## config.mk

```make
export PLATFORM = sky130hd
export DESIGN_NAME = mem_io_ctrl
export DESIGN_NICKNAME = d
export VERILOG_FILES = /design/src/rtl/mem_io_ctrl_pkg.sv /design/src/rtl/mem_io_ctrl_mmio_counters.sv /design/src/rtl/mem_io_ctrl.sv
export SDC_FILE = /design/constraint.sdc
export NUM_CORES = 1
export LEC_CHECK = 0
export ABC_AREA = 1
export CAP_MARGIN = 15
export CORE_MARGIN = 4
export CORE_UTILIZATION = 55
export DETAILED_ROUTE_END_ITERATION = 10
export PLACE_DENSITY = 0.84
export REMOVE_ABC_BUFFERS = 1
export SYNTH_ARGS = -nofsm -noshare
export SYNTH_HDL_FRONTEND = slang
export SYNTH_SLANG_ARGS = --single-unit
```

## constraint.sdc

```tcl
create_clock -name CLK -period 3.39 [get_ports CLK]
set_input_delay 0.5085 -clock CLK [delete_from_list [all_inputs] [get_ports CLK]]
set_output_delay 0.5085 -clock CLK [all_outputs]
set_load 0.01 [all_outputs]
```

## src/rtl/mem_io_ctrl_pkg.sv

```systemverilog
// Shared definitions for the stage-2 memory/IO controller: opcodes, address
// regions, MMIO offsets, write-back select encodings and FSM states.
package mem_io_ctrl_pkg;

  // Load/store opcodes (Instruction[31:26])
  localparam logic [5:0] OP_LB  = 6'h20;
  localparam logic [5:0] OP_LH  = 6'h21;
  localparam logic [5:0] OP_LW  = 6'h23;
  localparam logic [5:0] OP_LBU = 6'h24;
  localparam logic [5:0] OP_LHU = 6'h25;
  localparam logic [5:0] OP_SB  = 6'h28;
  localparam logic [5:0] OP_SH  = 6'h29;
  localparam logic [5:0] OP_SW  = 6'h2B;

  // Address regions (Address[31:28])
  localparam logic [3:0] REG_DMEM = 4'h1;
  localparam logic [3:0] REG_IMEM = 4'h2;
  localparam logic [3:0] REG_BOTH = 4'h3;
  localparam logic [3:0] REG_MMIO = 4'h8;

  // MMIO register offsets (Address[7:0])
  localparam logic [7:0] MMIO_TX_STAT = 8'h00;
  localparam logic [7:0] MMIO_RX_STAT = 8'h04;
  localparam logic [7:0] MMIO_RX_DATA = 8'h08;
  localparam logic [7:0] MMIO_TX_DATA = 8'h0C;
  localparam logic [7:0] MMIO_CYC_CNT = 8'h10;
  localparam logic [7:0] MMIO_INS_CNT = 8'h14;
  localparam logic [7:0] MMIO_CNT_RST = 8'h18;

  // Write-back source select
  typedef enum logic [1:0] {
    RDSEL_UART = 2'b00,
    RDSEL_ALU  = 2'b01,
    RDSEL_DMEM = 2'b10,
    RDSEL_CNT  = 2'b11
  } rdsel_e;

  // UART read-port select
  typedef enum logic [1:0] {
    USEL_RX_DATA = 2'b00,
    USEL_TX_STAT = 2'b01,
    USEL_RX_STAT = 2'b10
  } uartsel_e;

  // Transmit-store handshake FSM
  typedef enum logic {
    ST_RUN     = 1'b0,
    ST_TX_WAIT = 1'b1
  } state_e;

  function automatic logic is_load(input logic [5:0] op);
    return (op == OP_LB) || (op == OP_LH) || (op == OP_LW) ||
           (op == OP_LBU) || (op == OP_LHU);
  endfunction

  function automatic logic is_store(input logic [5:0] op);
    return (op == OP_SB) || (op == OP_SH) || (op == OP_SW);
  endfunction

  // Big-endian byte lanes: bit3 covers data bits [31:24]
  function automatic logic [3:0] byte_sel(input logic [5:0] op, input logic [1:0] off);
    logic [3:0] bs;
    bs = '0;
    case (op)
      OP_SW:   bs = 4'b1111;
      OP_SH:   bs = off[1] ? 4'b0011 : 4'b1100;
      OP_SB:   bs = 4'b1000 >> off;
      default: bs = '0;
    endcase
    return bs;
  endfunction

endpackage

```

## src/rtl/mem_io_ctrl_mmio_counters.sv

```systemverilog
// Memory-mapped cycle and retired-instruction counters with a shared clear
// strobe and the read-back mux.
module mmio_counters
  import mem_io_ctrl_pkg::*;
#(
  parameter int unsigned CNT_W = 32
) (
  input  logic        clk_i,
  input  logic        rst_ni,
  input  logic        clr_req_i,
  input  logic        stall_i,
  input  logic        instr_nz_i,
  input  logic        rd_cnt_i,
  input  logic        sel_instr_i,
  output logic        clr_o,
  output logic [31:0] cnt_data_o
);

  logic [CNT_W-1:0] cyc_q, cyc_d;
  logic [CNT_W-1:0] ins_q, ins_d;

  // Next counter values; a clear wins over the increment of the same cycle
  always_comb begin
    clr_o = clr_req_i & ~stall_i;
    cyc_d = cyc_q + CNT_W'(1);
    ins_d = ins_q;
    if (!stall_i && instr_nz_i) begin
      ins_d = ins_q + CNT_W'(1);
    end
    if (clr_o) begin
      cyc_d = '0;
      ins_d = '0;
    end
  end

  // Counter registers
  always_ff @(posedge clk_i or negedge rst_ni) begin
    if (!rst_ni) begin
      cyc_q <= '0;
      ins_q <= '0;
    end else begin
      cyc_q <= cyc_d;
      ins_q <= ins_d;
    end
  end

  // Read-back: zero unless a counter register is being loaded
  always_comb begin
    cnt_data_o = '0;
    if (rd_cnt_i) begin
      cnt_data_o = sel_instr_i ? 32'(ins_q) : 32'(cyc_q);
    end
  end

endmodule

```

## src/rtl/mem_io_ctrl.sv

```systemverilog
// Stage-2 memory/IO controller: decodes loads/stores against the address
// map, drives memory and UART strobes, and stalls the pipeline while a UART
// transmit store waits for the transmitter.
module mem_io_ctrl
  import mem_io_ctrl_pkg::*;
#(
  parameter int unsigned TX_TIMEOUT = 1024,
  parameter int unsigned CNT_W      = 32
) (
  input  logic        CLK,
  input  logic        reset_n,
  input  logic [31:0] Instruction,
  input  logic [31:0] Address,
  input  logic        DataInReady,
  input  logic        DataOutValid,
  output logic        Stall,
  output logic        WEDM,
  output logic        WEIM,
  output logic [3:0]  ByteSel,
  output logic        REUART,
  output logic        WEUART,
  output logic [1:0]  UARTsel,
  output logic [1:0]  RDsel,
  output logic [31:0] CntData,
  output logic        TxTimeoutErr
);

  // The entry cycle in RUN already stalls once, so TX_WAIT gives up after
  // TX_TIMEOUT-2 further stalled cycles: TX_TIMEOUT-1 stalls in total, the
  // store being dropped on the TX_TIMEOUT-th cycle. TX_TIMEOUT must be >= 2.
  localparam int unsigned     TMO_W    = $clog2(TX_TIMEOUT) + 1;
  localparam logic [TMO_W-1:0] TMO_LAST = TMO_W'(TX_TIMEOUT - 2);

  state_e           state_q, state_d;
  logic [TMO_W-1:0] tmo_q, tmo_d;
  logic             err_q, err_d;

  logic [5:0]  op;
  logic [3:0]  region;
  logic [7:0]  off;
  logic        ld, st, mmio;
  logic        tx_store, cnt_rst_store, cnt_rd;
  logic        stall_c, weuart_c, err_set;
  logic        cnt_clr;
  logic [31:0] cnt_data;

  assign op     = Instruction[31:26];
  assign region = Address[31:28];
  assign off    = Address[7:0];
  assign ld     = is_load(op);
  assign st     = is_store(op);
  assign mmio   = (region == REG_MMIO) && (Address[27:8] == '0);

  assign tx_store      = st & mmio & (off == MMIO_TX_DATA);
  assign cnt_rst_store = st & mmio & (off == MMIO_CNT_RST);
  assign cnt_rd        = ld & mmio & ((off == MMIO_CYC_CNT) || (off == MMIO_INS_CNT));

  // Transmit handshake: next state, timeout count, stall and TX strobe
  always_comb begin
    state_d  = state_q;
    tmo_d    = tmo_q;
    stall_c  = 1'b0;
    weuart_c = 1'b0;
    err_set  = 1'b0;
    case (state_q)
      ST_RUN: begin
        if (tx_store) begin
          if (DataInReady) begin
            weuart_c = 1'b1;
          end else begin
            stall_c = 1'b1;
            state_d = ST_TX_WAIT;
            tmo_d   = '0;
          end
        end
      end
      ST_TX_WAIT: begin
        if (DataInReady) begin
          weuart_c = 1'b1;
          state_d  = ST_RUN;
        end else if (tmo_q == TMO_LAST) begin
          err_set = 1'b1;
          state_d = ST_RUN;
        end else begin
          stall_c = 1'b1;
          tmo_d   = tmo_q + TMO_W'(1);
        end
      end
      default: state_d = ST_RUN;
    endcase
  end

  // Sticky timeout flag; the counter-reset store also clears it
  always_comb begin
    err_d = err_q;
    if (err_set) err_d = 1'b1;
    if (cnt_clr) err_d = 1'b0;
  end

  // FSM, timeout counter and error flag registers
  always_ff @(posedge CLK or negedge reset_n) begin
    if (!reset_n) begin
      state_q <= ST_RUN;
      tmo_q   <= '0;
      err_q   <= 1'b0;
    end else begin
      state_q <= state_d;
      tmo_q   <= tmo_d;
      err_q   <= err_d;
    end
  end

  // Decode outputs, all held at their idle values while reset is asserted
  always_comb begin
    Stall   = 1'b0;
    WEDM    = 1'b0;
    WEIM    = 1'b0;
    ByteSel = '0;
    REUART  = 1'b0;
    WEUART  = 1'b0;
    UARTsel = USEL_RX_DATA;
    RDsel   = RDSEL_ALU;
    CntData = '0;
    if (reset_n) begin
      Stall   = stall_c;
      WEUART  = weuart_c;
      CntData = cnt_data;
      if (st && !stall_c) begin
        case (region)
          REG_DMEM: WEDM = 1'b1;
          REG_IMEM: WEIM = 1'b1;
          REG_BOTH: begin
            WEDM = 1'b1;
            WEIM = 1'b1;
          end
          default: ;
        endcase
      end
      if (WEDM || WEIM) begin
        ByteSel = byte_sel(op, off[1:0]);
      end
      if (ld) begin
        RDsel = RDSEL_DMEM;
        if (mmio) begin
          case (off)
            MMIO_TX_STAT: begin
              RDsel   = RDSEL_UART;
              UARTsel = USEL_TX_STAT;
            end
            MMIO_RX_STAT: begin
              RDsel   = RDSEL_UART;
              UARTsel = USEL_RX_STAT;
            end
            MMIO_RX_DATA: begin
              RDsel   = RDSEL_UART;
              UARTsel = USEL_RX_DATA;
              REUART  = DataOutValid & ~stall_c;
            end
            MMIO_CYC_CNT, MMIO_INS_CNT: RDsel = RDSEL_CNT;
            default: ;
          endcase
        end
      end
    end
  end

  assign TxTimeoutErr = err_q;

  mmio_counters #(
    .CNT_W (CNT_W)
  ) u_counters (
    .clk_i       (CLK),
    .rst_ni      (reset_n),
    .clr_req_i   (cnt_rst_store),
    .stall_i     (Stall),
    .instr_nz_i  (|Instruction),
    .rd_cnt_i    (cnt_rd),
    .sel_instr_i (Address[2]),
    .clr_o       (cnt_clr),
    .cnt_data_o  (cnt_data)
  );

endmodule

```

==> results.md <==
- Total Wirelength: 17000 um
- Core area: 10400 um2
- Top delay family on crit path: buffers and inverters
- Power per cell area: 289 nW/um2
- # Max-Cap Violations: 0
- CTS H-tree lvls: 3
- All-layer global routing usage: 27.8%
- Num rows: 37
- Largest net degree at the start of global routing: 43
- Skew final: 0.0113 ns
- Die Wd: 112 um
- Setup repair after global routing missed its margin: no
- CP Data Arrival Time: 2.72 ns
- Leading cell type in the layout, fill and taps excluded: nand2_1
- Syn Inst Count: 889
- Final period utilization: 95.2%
- Syn_area_per_cell: 6.68 um2
- Post-synthesis adder-cell area fraction: 0.842%
- Final Hold Viols: 0
- DRC: 0
- Worst setup SP type: input port
- Largest family of logic cells by synthesized area: simple AND/OR/NAND/NOR gates
- CTS sink count: 77
- Finished Core Util: 71.4%
- Worst Path Required: 2.88 ns
- Initial antenna violation count: 0
- Remaining antenna violation count: 0
- Most frequent cells in the layout: 243 x nand2_1, 118 x nor2_1, 114 x inv_1
- Worst setup EP type: output pin
- Setup TNS: 0 ns
- Post-synthesis sequential area ratio: 32.4%
- Worst-Margin Slew: 0.685 ns
- Complex-gate fraction of the synthesized area: 6.15%
- First-pass GRT wire length: 28500 um
- Fmax: 310 MHz
- Drt via density: 5.39
- Top cell by count, worst path: nand2_1
- Peak supply drop: 0.324 mV
- Hpwl dp: 13100 um
- Initial Util: 57.0%
- Fillers: 894
- CP Cell Sequence: clkdlybuf4s50_1, nor2_1, nand2_1, nor2_1, nand2_1, nor2_4, nand2_1, nor3_1, nand2_1, buf_4, a21oi_1, clkdlybuf4s50_1
- XOR/XNOR Fraction of Synth Area: 7.81%
- Post-DR wirelength/cell: 15.0 um
- Power consumption: 2.15 mW
- Synth cell types: 39
- Syn. warnings: 0
- Reg2reg setup slack: 0.95 ns
- First-pass iteration count of the detailed router: 5
- LEAKAGE: 3.31 nW
- Mux share of post-synthesis cell area: 0%
- Top Ports: 114
- GRT overflow: 0
- Status: completed
- Clock root buffer: clkbuf_8
- Top cell type by total area after synthesis: dfrtp_1
- Max incr delay on CP: 0.58 ns
- HP Class: input port to async pin
- Clk slew on worst S/H paths: 0.08 ns
- Iteration-0 DRC Markers: 616
- R2R depth: 11
- Global placer's final weighted congestion: 0.964
- Simple-gate share of the synthesized area: 42.0%
- Reg-to-Reg Start: tmo_q[0]
- Routed vias: 6137
- Top-area cell type share of the netlist area: 32.4%
- Worst skew pair latency: 0.38 ns
- Max clock buf depth: 2
- Number of global-route vias before repair: 5902
- Crit Path Class: input port to output pin
- Reg2reg end: u_counters.cyc_q[23]
- Ant. Diodes: 0
- Die Y: 112 um
- Slew HR: 54.0%
- CTS tree: built
- Post-CTS Setup Bufs: 0
- CTS buffer count: 9
- DIE AREA: 12500 um2
- Pins Over Slew Limit: 0
- Fin Hold WS: 0.490 ns
- FF+latch count, synth: 77
- Post-Syn Area: 5940 um2
- Port bufs: 113
- Final setup fails: 0
- Synth area leaders: dfrtp_1 32%, nand2_1 15%, nor2_1 7.5%, inv_1 7.2%, xor2_1 6.3%
- WP buf/inv: 3
- Min Clock Period, post-route: 3.23 ns
- Layout cells sized above 1: 7.18%
- Fin nets: 1071
- Worst-path fanout max: 8
- Area Growth Syn to Fin: 25.1%
- Slowest-stage cell, CP: clkdlybuf4s50_1
## power breakdown
part | leakage (nW) | switching (mW) | internal, mW
Clock | 0.0850 | 0.365 | 0.339
Sequential | 1.04 | 0.102 | 0.971
Combinational | 2.19 | 0.192 | 0.182
Total | 3.31 | 0.660 | 1.49
## repair_timing
action	in CTS	in global routing
gates resized for setup	0	14
hold endpoints to repair	3	0
setup endpoints to repair	0	13
hold buffers	1	0
## sequential cells by signal (all words and copies together) (netlist names)
register / count
tmo_q: 11
state_q: 1
u_counters.cyc_q: 32
TxTimeoutErr: 1
u_counters.ins_q: 32
## worst register-to-register path, stage by stage (launching register included)
cell and delay (ns):
dfrtp_1 0.44, inv_1 0.11, ha_1 0.14, nand2_1 0.08, nor4_4 0.26, nor2_2 0.11, nand3_4 0.11, buf_4 0.39
nand2_2 0.08, inv_2 0.29, buf_4 0.25, nor2_1 0.06
## cells by family after synthesis
kind of cell,after synthesis
AO/OA/AOI/OAI,61
flip-flops,77
adder cells (fa/ha/maj),4
XOR/XNOR,53
AND/OR/NAND/NOR,544
buffers and inverters,150
## Yosys cell counts, drive strengths merged
master,instances
a21oi,29
a22oi,1
a31oi,5
buf,18
clkbuf,14
clkinv,2
dfrtp,77
ha,4
inv,116
nand2,249
nand3,62
nand4,46
nor2,136
nor3,34
nor3b,1
nor4,12
o2111ai,1
o21ai,8
o22ai,9
o31ai,8
or2,4
xnor2,10
xor2,43
## how the worst max path moves through the flow
| stage | end | slack (ns) | cells past startpoint | start |
|---|---|---|---|---|
| 3_3_place_gp | CntData[6] | 0.21 | 11 | Address[31] |
| 6_report | CntData[6] | 0.16 | 12 | Address[12] |
| 3_5_place_dp | CntData[19] | 0.10 | 11 | Address[31] |
| 5_1_grt | CntData[6] | 0.004 | 12 | Address[27] |
| 2_1_floorplan | u_counters.cyc_q[18] | 0.86 | 10 | Address[15] |
| 4_1_cts | CntData[19] | 0.08 | 8 | reset_n |
## routing by layer
layer / GRT usage [%] / up-vias / wire length [um]
li1: - / 3075 / -
met1: 35.8 / 2813 / 7290
met2: 46.3 / 213 / 8170
met3: 5.16 / 36 / 1090
met4: 10.6 / 0 / 490
met5: 0 / - / 0
## through the flow
step,worst slack [ns],std cells,cell area [um2]
floorplan,0.863,857,5740
global placement,0.205,1123,7200
detailed placement,0.100,1123,7200
CTS,0.0775,1139,7390
global route,0.00432,1139,7430
finish,0.164,1139,7430
## layout make-up
type / instances / area [um2] / share of cell area (%)
Clock inverter: 5 / 61.3 / 0.825
Inverter: 118 / 443 / 5.96
Tap cell: 136 / 170 / 2.29
Multi-Input combinational cell: 662 / 3380 / 45.5
Timing Repair Buffer: 131 / 1320 / 17.8
Sequential cell: 77 / 1930 / 25.9
Clock buffer: 10 / 128 / 1.72
Note: power is estimated with default switching activity, not from simulation.
